==> src/rtl/id_pkg.sv <==
// Shared constants and types for the ID-stage register hazard scoreboard.
// Index space is 2**IDX_W; only indices below NUM_REGS are tracked (PC_IDX never is).
package id_pkg;
   localparam int NUM_REGS = 15;
   localparam int IDX_W    = 4;
   localparam int CNT_W    = 2;
   localparam int PC_IDX   = 15;
   localparam int NUM_IDX  = 2 ** IDX_W;

   typedef logic [IDX_W-1:0] reg_idx_t;

   typedef enum logic [1:0] {
      IDLE,
      DRAIN,
      DONE
   } drain_state_t;
endpackage

==> src/rtl/id_reg_scoreboard_sb_counter.sv <==
// sb_counter: per-register pending-write counter, saturating at 0 and at max.
// Latency: count updates on the next edge; zero/full/underflow are combinational.
// Backpressure: none here; the top prevents increments while full via its stall.
module sb_counter #(
   parameter int W = 2
) (
   input  logic         clk,
   input  logic         rst,
   input  logic         inc,
   input  logic         dec,
   output logic [W-1:0] cnt,
   output logic         zero,
   output logic         full,
   output logic         underflow
);
   logic up;
   logic down;

   assign zero      = (cnt == '0);
   assign full      = &cnt;
   assign underflow = dec && zero;

   // A decrement on an empty counter is dropped, so inc+dec at zero still nets +1.
   assign up   = inc && (!full || dec);
   assign down = dec && !zero;

   always_ff @(posedge clk) begin
      if (rst) begin
         cnt <= '0;
      end else if (up && !down) begin
         cnt <= cnt + W'(1);
      end else if (!up && down) begin
         cnt <= cnt - W'(1);
      end
   end
endmodule

==> src/rtl/id_reg_scoreboard.sv <==
// Register hazard scoreboard: counts in-flight writes, stalls issue on pending sources or drain.
// Latency: stall is same-cycle combinational; counters and drain FSM update next edge.
// Backpressure: stall holds IF/ID while any source is pending, dest counter is full, or draining.
module id_reg_scoreboard
   import id_pkg::*;
(
   input  logic             clk,
   input  logic             rst,
   input  logic             issue_valid,
   input  logic [IDX_W-1:0] issue_src1,
   input  logic [IDX_W-1:0] issue_src2,
   input  logic             issue_two_src,
   input  logic             issue_wb_en,
   input  logic [IDX_W-1:0] issue_dest,
   input  logic             wb_en,
   input  logic [IDX_W-1:0] wb_dest,
   input  logic             drain_req,
   output logic             stall,
   output logic             drain_done,
   output logic             busy,
   output logic             err_underflow
);
   logic [NUM_IDX-1:0] nz;
   logic [NUM_IDX-1:0] full;
   logic [NUM_IDX-1:0] uf;
   logic [NUM_IDX-1:0] hz;
   logic               accept;
   logic               hz1;
   logic               hz2;
   logic               ovf;
   drain_state_t       state;
   drain_state_t       state_nxt;

   for (genvar r = 0; r < NUM_IDX; r++) begin : g_reg
      if (r < NUM_REGS) begin : g_trk
         logic             inc;
         logic             dec;
         logic             zero;
         logic [CNT_W-1:0] cnt;

         assign inc = accept && issue_wb_en && (issue_dest == IDX_W'(r));
         assign dec = wb_en && (wb_dest == IDX_W'(r));

         sb_counter #(.W(CNT_W)) u_cnt (
            .clk       (clk),
            .rst       (rst),
            .inc       (inc),
            .dec       (dec),
            .cnt       (cnt),
            .zero      (zero),
            .full      (full[r]),
            .underflow (uf[r])
         );

         assign nz[r] = !zero;
         // Effective count is non-zero unless a same-cycle write-back retires the last write.
         assign hz[r] = !zero && !(dec && cnt == CNT_W'(1));
      end else begin : g_untrk
         assign nz[r]   = 1'b0;
         assign full[r] = 1'b0;
         assign uf[r]   = 1'b0;
         assign hz[r]   = 1'b0;
      end
   end

   assign hz1    = hz[issue_src1];
   assign hz2    = issue_two_src && hz[issue_src2];
   assign ovf    = issue_wb_en && full[issue_dest];
   assign stall  = issue_valid && (hz1 || hz2 || ovf || state != IDLE);
   assign accept = issue_valid && !stall;
   assign busy   = |nz;

   always_ff @(posedge clk) begin
      if (rst) begin
         err_underflow <= 1'b0;
      end else if (|uf) begin
         err_underflow <= 1'b1;
      end
   end

   always_ff @(posedge clk) begin
      if (rst) begin
         state <= IDLE;
      end else begin
         state <= state_nxt;
      end
   end

   always_comb begin
      state_nxt  = state;
      drain_done = 1'b0;
      case (state)
         IDLE:  if (drain_req) state_nxt = DRAIN;
         DRAIN: if (~|hz) state_nxt = DONE;
         DONE: begin
            drain_done = 1'b1;
            state_nxt  = IDLE;
         end
         default: state_nxt = IDLE;
      endcase
   end
endmodule

==> config.mk <==
export PLATFORM = sky130hd
export DESIGN_NAME = id_reg_scoreboard
export DESIGN_NICKNAME = d
export VERILOG_FILES = /design/src/rtl/id_pkg.sv /design/src/rtl/id_reg_scoreboard_sb_counter.sv /design/src/rtl/id_reg_scoreboard.sv
export SDC_FILE = /design/constraint.sdc
export NUM_CORES = 1
export LEC_CHECK = 0
export ABC_AREA = 0
export BUFFER_PORTS_ARGS = -buffer_cell sky130_fd_sc_hd__buf_2
export CAP_MARGIN = 40
export CORE_MARGIN = 3
export CORE_UTILIZATION = 57
export CTS_BUF_LIST = sky130_fd_sc_hd__clkbuf_8
export DETAILED_ROUTE_END_ITERATION = 6
export PLACE_DENSITY = 0.79
export RECOVER_POWER = 100
export REMOVE_ABC_BUFFERS = 1
export SLEW_MARGIN = 20
export SYNTH_ARGS = -nofsm -noshare
export SYNTH_HDL_FRONTEND = slang
export SYNTH_SLANG_ARGS = --single-unit
==> constraint.sdc <==
create_clock -name clk -period 3 [get_ports clk]
set_input_delay 0 -clock clk [delete_from_list [all_inputs] [get_ports clk]]
set_output_delay 0 -clock clk [all_outputs]
set_load 0.005 [all_outputs]
[Word level (Yosys, flattened, before mapping)]
Index checks and enable logic that the tools add are counted.
Cells by class
  reduce and logical (&&, ||, !) cells: 287
  multiplexer cells: 40
  equal/unequal tests: 47
  magnitude comparators: 3
  add/subtract/negate cells: 30
Operator list (number)
  $logic_and A1 B1 Y1: 140
  $logic_not A1 Y1: 76
  $mux W2: 32
  $eq A4 B4 Y1 const B: 14
  $reduce_or A15 Y1: 3
  $eq A2 B1 Y1 const B: 16
  $eq A4 B3 Y1 const B: 8
  $logic_not A2 Y1: 16
  $reduce_and A2 Y1: 16
  $reduce_bool A2 Y1: 16
  $add A2 B1 Y2 const B: 15
  $sub A2 B1 Y2 const B: 15
  $logic_or A1 B1 Y1: 18
  $eq A4 B2 Y1 const B: 4
  $lt A4 B5 Y1 const B: 3
  $bmux W1 S4: 3
  $eq A4 B1 Y1 const B: 2
  $logic_not A4 Y1: 2
  $mux W1: 4
  $ne A2 B2 Y1 const B: 2
  $pmux W2 S2: 1
  $eq A2 B2 Y1 const B: 1
Storage, ports and cells
  register bits after elaboration: 33
  bits of input ports: 23
  output and inout bits: 4
  logic and storage cells: 424

[Depth between registers and ports, before layout]
  word-level depth: 21
  mapped depth: 15
  gate-level depth less buffers: 13

[Hierarchy]
A second synthesis with hierarchy kept.
Second synthesis, totals
  cells, all modules: 412
  area total of the unflattened synthesis: 3206.8 sq um
By module, submodules not included
  sb_counter: cells each 15, instances 15, area an instance 122.6 sq um, seq. area each 40.0 sq um
  id_reg_scoreboard: cells each 187, instances 1, area an instance 1367.6 sq um, seq. area each 60.1 sq um

[Worst setup path after synthesis]
Ideal clock, no wire load.
  path type: flip-flop to flip-flop
  start: reg g_reg[9].g_trk.u_cnt.cnt[0]
  end: reg g_reg[0].g_trk.u_cnt.cnt[1]
  setup time: 128 ps
  clock period less this slack: 2832 ps
  cell stages (with the launch flop): 14
  path slack: 168 ps
  buffers on the path: 2
  arrival: 2705 ps
  data required time: 2872 ps
  path through: dfxtp_1 > ha_1 > a41oi_1 > a2111oi_0 > a211oi_1 > or4_1 > buf_6 > buf_6 > a2111oi_4 > ha_1 > xor2_1 > nor2_1 > a21oi_1 > nor2_1
Between the ends
  cells in the longest elaborated chain, start to end: 19
  elaborated cells on any way between the ends: 29
  classes of those cells: 1 x eq/ne; 7 x mux; 21 x reduce/logical
RTL lines
  start, declared: line id_reg_scoreboard_sb_counter.sv:11  | output logic [W-1:0] cnt,
  start signal, assigned: line id_reg_scoreboard_sb_counter.sv:31  | cnt <= cnt + W'(1);
  start signal, assigned: line id_reg_scoreboard_sb_counter.sv:33  | cnt <= cnt - W'(1);
  $eq A2 B1 Y1: line id_reg_scoreboard.sv:57  | assign hz[r] = !zero && !(dec && cnt == CNT_W'(1));
  $logic_and A1 B1 Y1: line id_reg_scoreboard.sv:57
  $logic_not A1 Y1: line id_reg_scoreboard.sv:57
  $logic_and A1 B1 Y1: line id_reg_scoreboard.sv:57
  $bmux W1 S4: line id_reg_scoreboard.sv:67  | assign hz2 = issue_two_src && hz[issue_src2];
  $mux W1 (not written as such): line id_reg_scoreboard.sv:67
  $logic_and A1 B1 Y1: line id_reg_scoreboard.sv:67
  $logic_or A1 B1 Y1: line id_reg_scoreboard.sv:69  | assign stall = issue_valid && (hz1 || hz2 || ovf || state != IDLE);
  $logic_or A1 B1 Y1 * (2 in series): line id_reg_scoreboard.sv:69
  $logic_and A1 B1 Y1 *: line id_reg_scoreboard.sv:69
  $logic_not A1 Y1 *: line id_reg_scoreboard.sv:70  | assign accept = issue_valid && !stall;
  $logic_and A1 B1 Y1 *: line id_reg_scoreboard.sv:70
  $logic_and A1 B1 Y1 * (2 in series): line id_reg_scoreboard.sv:41  | assign inc = accept && issue_wb_en && (issue_dest == IDX_W'(r));
  $logic_and A1 B1 Y1 *: line id_reg_scoreboard_sb_counter.sv:24  | assign up = inc && (!full || dec);
  $logic_not A1 Y1: line id_reg_scoreboard_sb_counter.sv:32  | end else if (!up && down) begin
  $logic_and A1 B1 Y1: line id_reg_scoreboard_sb_counter.sv:32
  $reduce_bool A2 Y1 (no source line)
  end signal, assigned: line id_reg_scoreboard_sb_counter.sv:31
  end signal, assigned: line id_reg_scoreboard_sb_counter.sv:33
  end, declared: line id_reg_scoreboard_sb_counter.sv:11
Every way passes the cells marked *; elsewhere a longest branch is shown, timed or not. The select of a mux whose other input is x is not followed.
A chain may end at the register's enable or synchronous reset.

[Worst setup path after layout]
  start: reg g_reg[4].g_trk.u_cnt.cnt[1]
  end: reg g_reg[4].g_trk.u_cnt.cnt[1]
Between the ends
  cells in the longest elaborated chain, start to end: 19
  elaborated cells on any way between the ends: 36
  classes of those cells: 2 x add/sub; 1 x eq/ne; 8 x mux; 25 x reduce/logical
RTL lines (line)
  start, declared: id_reg_scoreboard_sb_counter.sv:11
  start signal, assigned: id_reg_scoreboard_sb_counter.sv:31
  start signal, assigned: id_reg_scoreboard_sb_counter.sv:33
  $eq A2 B1 Y1: id_reg_scoreboard.sv:57
  $logic_and A1 B1 Y1: id_reg_scoreboard.sv:57
  $logic_not A1 Y1: id_reg_scoreboard.sv:57
  $logic_and A1 B1 Y1: id_reg_scoreboard.sv:57
  $bmux W1 S4: id_reg_scoreboard.sv:67
  $mux W1 (not written as such): id_reg_scoreboard.sv:67
  $logic_and A1 B1 Y1: id_reg_scoreboard.sv:67
  $logic_or A1 B1 Y1 (3 in series): id_reg_scoreboard.sv:69
  $logic_and A1 B1 Y1: id_reg_scoreboard.sv:69
  $logic_not A1 Y1: id_reg_scoreboard.sv:70
  $logic_and A1 B1 Y1: id_reg_scoreboard.sv:70
  $logic_and A1 B1 Y1 (2 in series): id_reg_scoreboard.sv:41
  $logic_and A1 B1 Y1: id_reg_scoreboard_sb_counter.sv:24
  $logic_not A1 Y1: id_reg_scoreboard_sb_counter.sv:32
  $logic_and A1 B1 Y1: id_reg_scoreboard_sb_counter.sv:32
  $reduce_bool A2 Y1 (no source line)
Parallel ways exist; a longest one is shown, timed or not. The select of a mux whose other input is x is not followed.

==> results_dict.tcl <==
set metrics [dict create \
    clk_pin_slew_ns 0.07 \
    clkPwrFrac_pct 33.7 \
    multiInputGateArea_sq_um 2950 \
    swShare_pct 32.4 \
    period_needed_ns 3.04 \
    fillCellCount 445 \
    seq_power_share_pct 39.7 \
    drt_iter0_markers 456 \
    critPathLaunchType "flop" \
    drt-total-wl_mm 11.2 \
    drive_above_1_share_pct 28.4 \
    syn_area_sq_um 3550 \
    fin_ws_ns -0.0397 \
    total_power_mw 1.14 \
    yosys.cell_types.count 48 \
    grt_pass1_wl_mm 17.3 \
    worstPathMaxFanout 8 \
    io_pins 27 \
    firstDrtPassIters 5 \
    die_y_microns 84.9 \
    end_kind "flop" \
    cts_root_buffer "clkbuf_8" \
    nets 582 \
    ys.flop_type "dfxtp_1" \
    vias_per_cell 6.37 \
    antenna_found_initial 0 \
    synth_edf_count 0 \
    max_stage_delay_ns 0.57 \
    finalCritPeriodShare_pct 101 \
    track_usage_pct 30.0 \
    utilization_pct 74.8 \
    detailed_place_hpwl_mm 8.21 \
    mostFrequentLayoutCell "nor2_1" \
    outcome "finished with violations" \
    max_freq_ghz 0.329 \
    violations "negative setup slack" \
    core_sq_um 5960 \
    die_area_sq_um 7200 \
    final_cell_mix "57 x nor2_1, 39 x buf_4, 38 x ha_1" \
    synth_area_per_cell_sq_um 7.90 \
    cts_tree "done" \
    place_congestion 0.969 \
    min_path_cells 2 \
    finalInstanceArea_sq_um 4460 \
    slowest_stage "or4_4" \
    p_int_uw 771 \
    maxSlewHeadroom_pct 54.0 \
    drc 0 \
    initial_core_util_pct 59.5 \
    path_class "reg -> reg" \
    syn_inst 449 \
    row_count 28 \
    seq_area_sq_um 678 \
    ys_seq_area_share_pct 18.6 \
    crit_path_frequent_cell "nor2_1" \
    diodes 0 \
    arrival_ns 3.20 \
    hp-class "in -> reg" \
    grt_pass1_vias 3424 \
    wire_per_inst_microns 19.5 \
    clock_latency_ns 0.29 \
    drv_slew 0 \
    hold_viol_final 0 \
    clockBufferDepth 2 \
    die_w_microns 84.9 \
    postRouteAntennaNets 0 \
    reg2reg_depth 13 \
    p_per_area_nw_per_um2 256 \
    setup_violations 4 \
    syn_to_final_growth_pct 25.7 \
    p_leak_nw 1.83 \
    grt.overflow.total 0 \
    power.switching_uw 370 \
    combPwrFrac_pct 26.6 \
    irDropWorstVdd_mv 0.194 \
    synth_warnings 0 \
    post_dp_cell_area_sq_um 3940 \
    crit_chain "ha_4, mux4_2, nor2_1, a2111o_1, o21ai_1, or4_4, buf_12, a2111oi_4, ha_4, xor2_1, nor2_1, a21oi_1, nor2_1" \
    vias 3662 \
    async_flop_share_pct 0 \
    drv_cap 0 \
    fin_skew_ns 0.00509 \
    rsz0062_at_grt "true" \
    worst_slew_pin_slew_ns 0.685 \
    grt_max_degree 34 \
    required_ns 3.16 \
    cts_max_level 2 \
    cts_sinks 33 \
    cts_buffers 5 \
    numPortBuffers 26 \
    ys_ff_latch 33 \
]
-- power groups by stage --
stage	Combinational, mW	Clock [mW]	Sequential (mW)
2_1_floorplan	0.115	0	0.462
3_3_place_gp	0.235	0	0.463
3_5_place_dp	0.238	0	0.464
4_1_cts	0.254	0.397	0.453
5_1_grt	0.321	0.407	0.454
6_report	0.303	0.385	0.453
-- worst paths after layout --
kind                                from                      endpoint  slack, ns
min reg2reg                     state[1]                      state[1]       0.47
min                                  rst  g_reg[10].g_trk.u_cnt.cnt[1]       0.21
max reg2reg  g_reg[4].g_trk.u_cnt.cnt[1]   g_reg[4].g_trk.u_cnt.cnt[1]      -0.04
max          g_reg[4].g_trk.u_cnt.cnt[1]   g_reg[4].g_trk.u_cnt.cnt[1]      -0.04
-- state kept, by name, indices dropped and copies added (netlist names) --
register and cells:
state 2, err_underflow 1, g.g_trk.u_cnt.cnt 30
-- logic make-up (layout without fill, tap and decap cells) --
| group | Yosys count | after routing | synth area share, % |
|---|---|---|---|
| AND/OR/NAND/NOR | 183 | 183 | 26.7 |
| AO/OA/AOI/OAI | 72 | 72 | 15.6 |
| buffers and inverters | 63 | 114 | 7.87 |
| adder cells (fa/ha/maj) | 60 | 60 | 21.2 |
| flip-flops | 33 | 33 | 18.6 |
| XOR/XNOR | 30 | 30 | 7.41 |
| multiplexers | 8 | 8 | 2.61 |
-- through the flow --
stage | setup slack, ns | TNS [ns] | hold slack [ns] | std cells
after floorplan | 0.0859 | 0 | 0.0724 | 423
after global placement | -0.125 | -1.54 | 0.278 | 564
after detailed placement | -0.162 | -1.68 | 0.291 | 564
after CTS | 0.0146 | 0 | 0.211 | 573
after global routing | -0.143 | -0.997 | 0.248 | 575
final | -0.0397 | -0.0970 | 0.207 | 575
-- critical path, delay by kind of cell, from the launching register on --
kind            cells  cell delay (ns)
mux                 1             0.44
flops               1             0.35
compound gates      4             0.66
fa+ha+maj           2             0.34
buf+inv             1             0.19
xor+xnor            1             0.12
simple gates        4             0.80
-- what timing repair did --
action,in CTS,in global routing
buffers inserted,0,1
hold buffers,1,0
gates cloned,0,1
hold endpoints to repair,1,0
endpoints found under the setup margin,23,30
resized for setup,13,62
pin swaps,3,46
-- routing by layer --
metal  vias up  wire [microns]  track usage [%]
met5         -               0                0
li1       1687               -                -
met2       200            5210             48.8
met3        58             905             5.05
met4         0             471             9.64
met1      1717            4610             40.4
-- cell usage after synthesis (all sizes together) (2+ instances only) --
cell | number | area share, %
inv | 37 | 3.9
a311oi | 7 | 1.7
nand3b | 3 | 0.64
xor2 | 30 | 7.4
a31oi | 13 | 2.3
nor3b | 6 | 1.4
or4 | 2 | 0.42
o21ai | 11 | 1.6
clkbuf | 12 | 1.3
nand4 | 9 | 1.6
a2bb2oi | 2 | 0.49
and3 | 2 | 0.35
or4b | 2 | 0.56
buf | 14 | 2.7
nor2b | 7 | 1.2
a22oi | 3 | 0.64
nor4 | 7 | 1.2
a2111oi | 11 | 4.5
mux2i | 7 | 2.0
and4 | 4 | 0.99
or2 | 6 | 1.1
or3 | 8 | 1.4
ha | 60 | 21
nand2 | 20 | 2.1
dfxtp | 33 | 19
nor3 | 12 | 1.7
o2111ai | 2 | 0.49
nand3 | 29 | 4.1
nand2b | 3 | 0.53
and3b | 2 | 0.49
a21oi | 17 | 2.4
nor2 | 57 | 6.0
-- layout make-up --
type                       instances  area share (%)
inverter                          37            3.12
tap                               75            2.11
clock inverter                     1           0.112
timing repair buffer              69            11.2
clock buffer                       7            2.16
multi-input combinational        353            66.1
sequential                        33            15.2
Note: power is estimated with default switching activity, not from simulation.
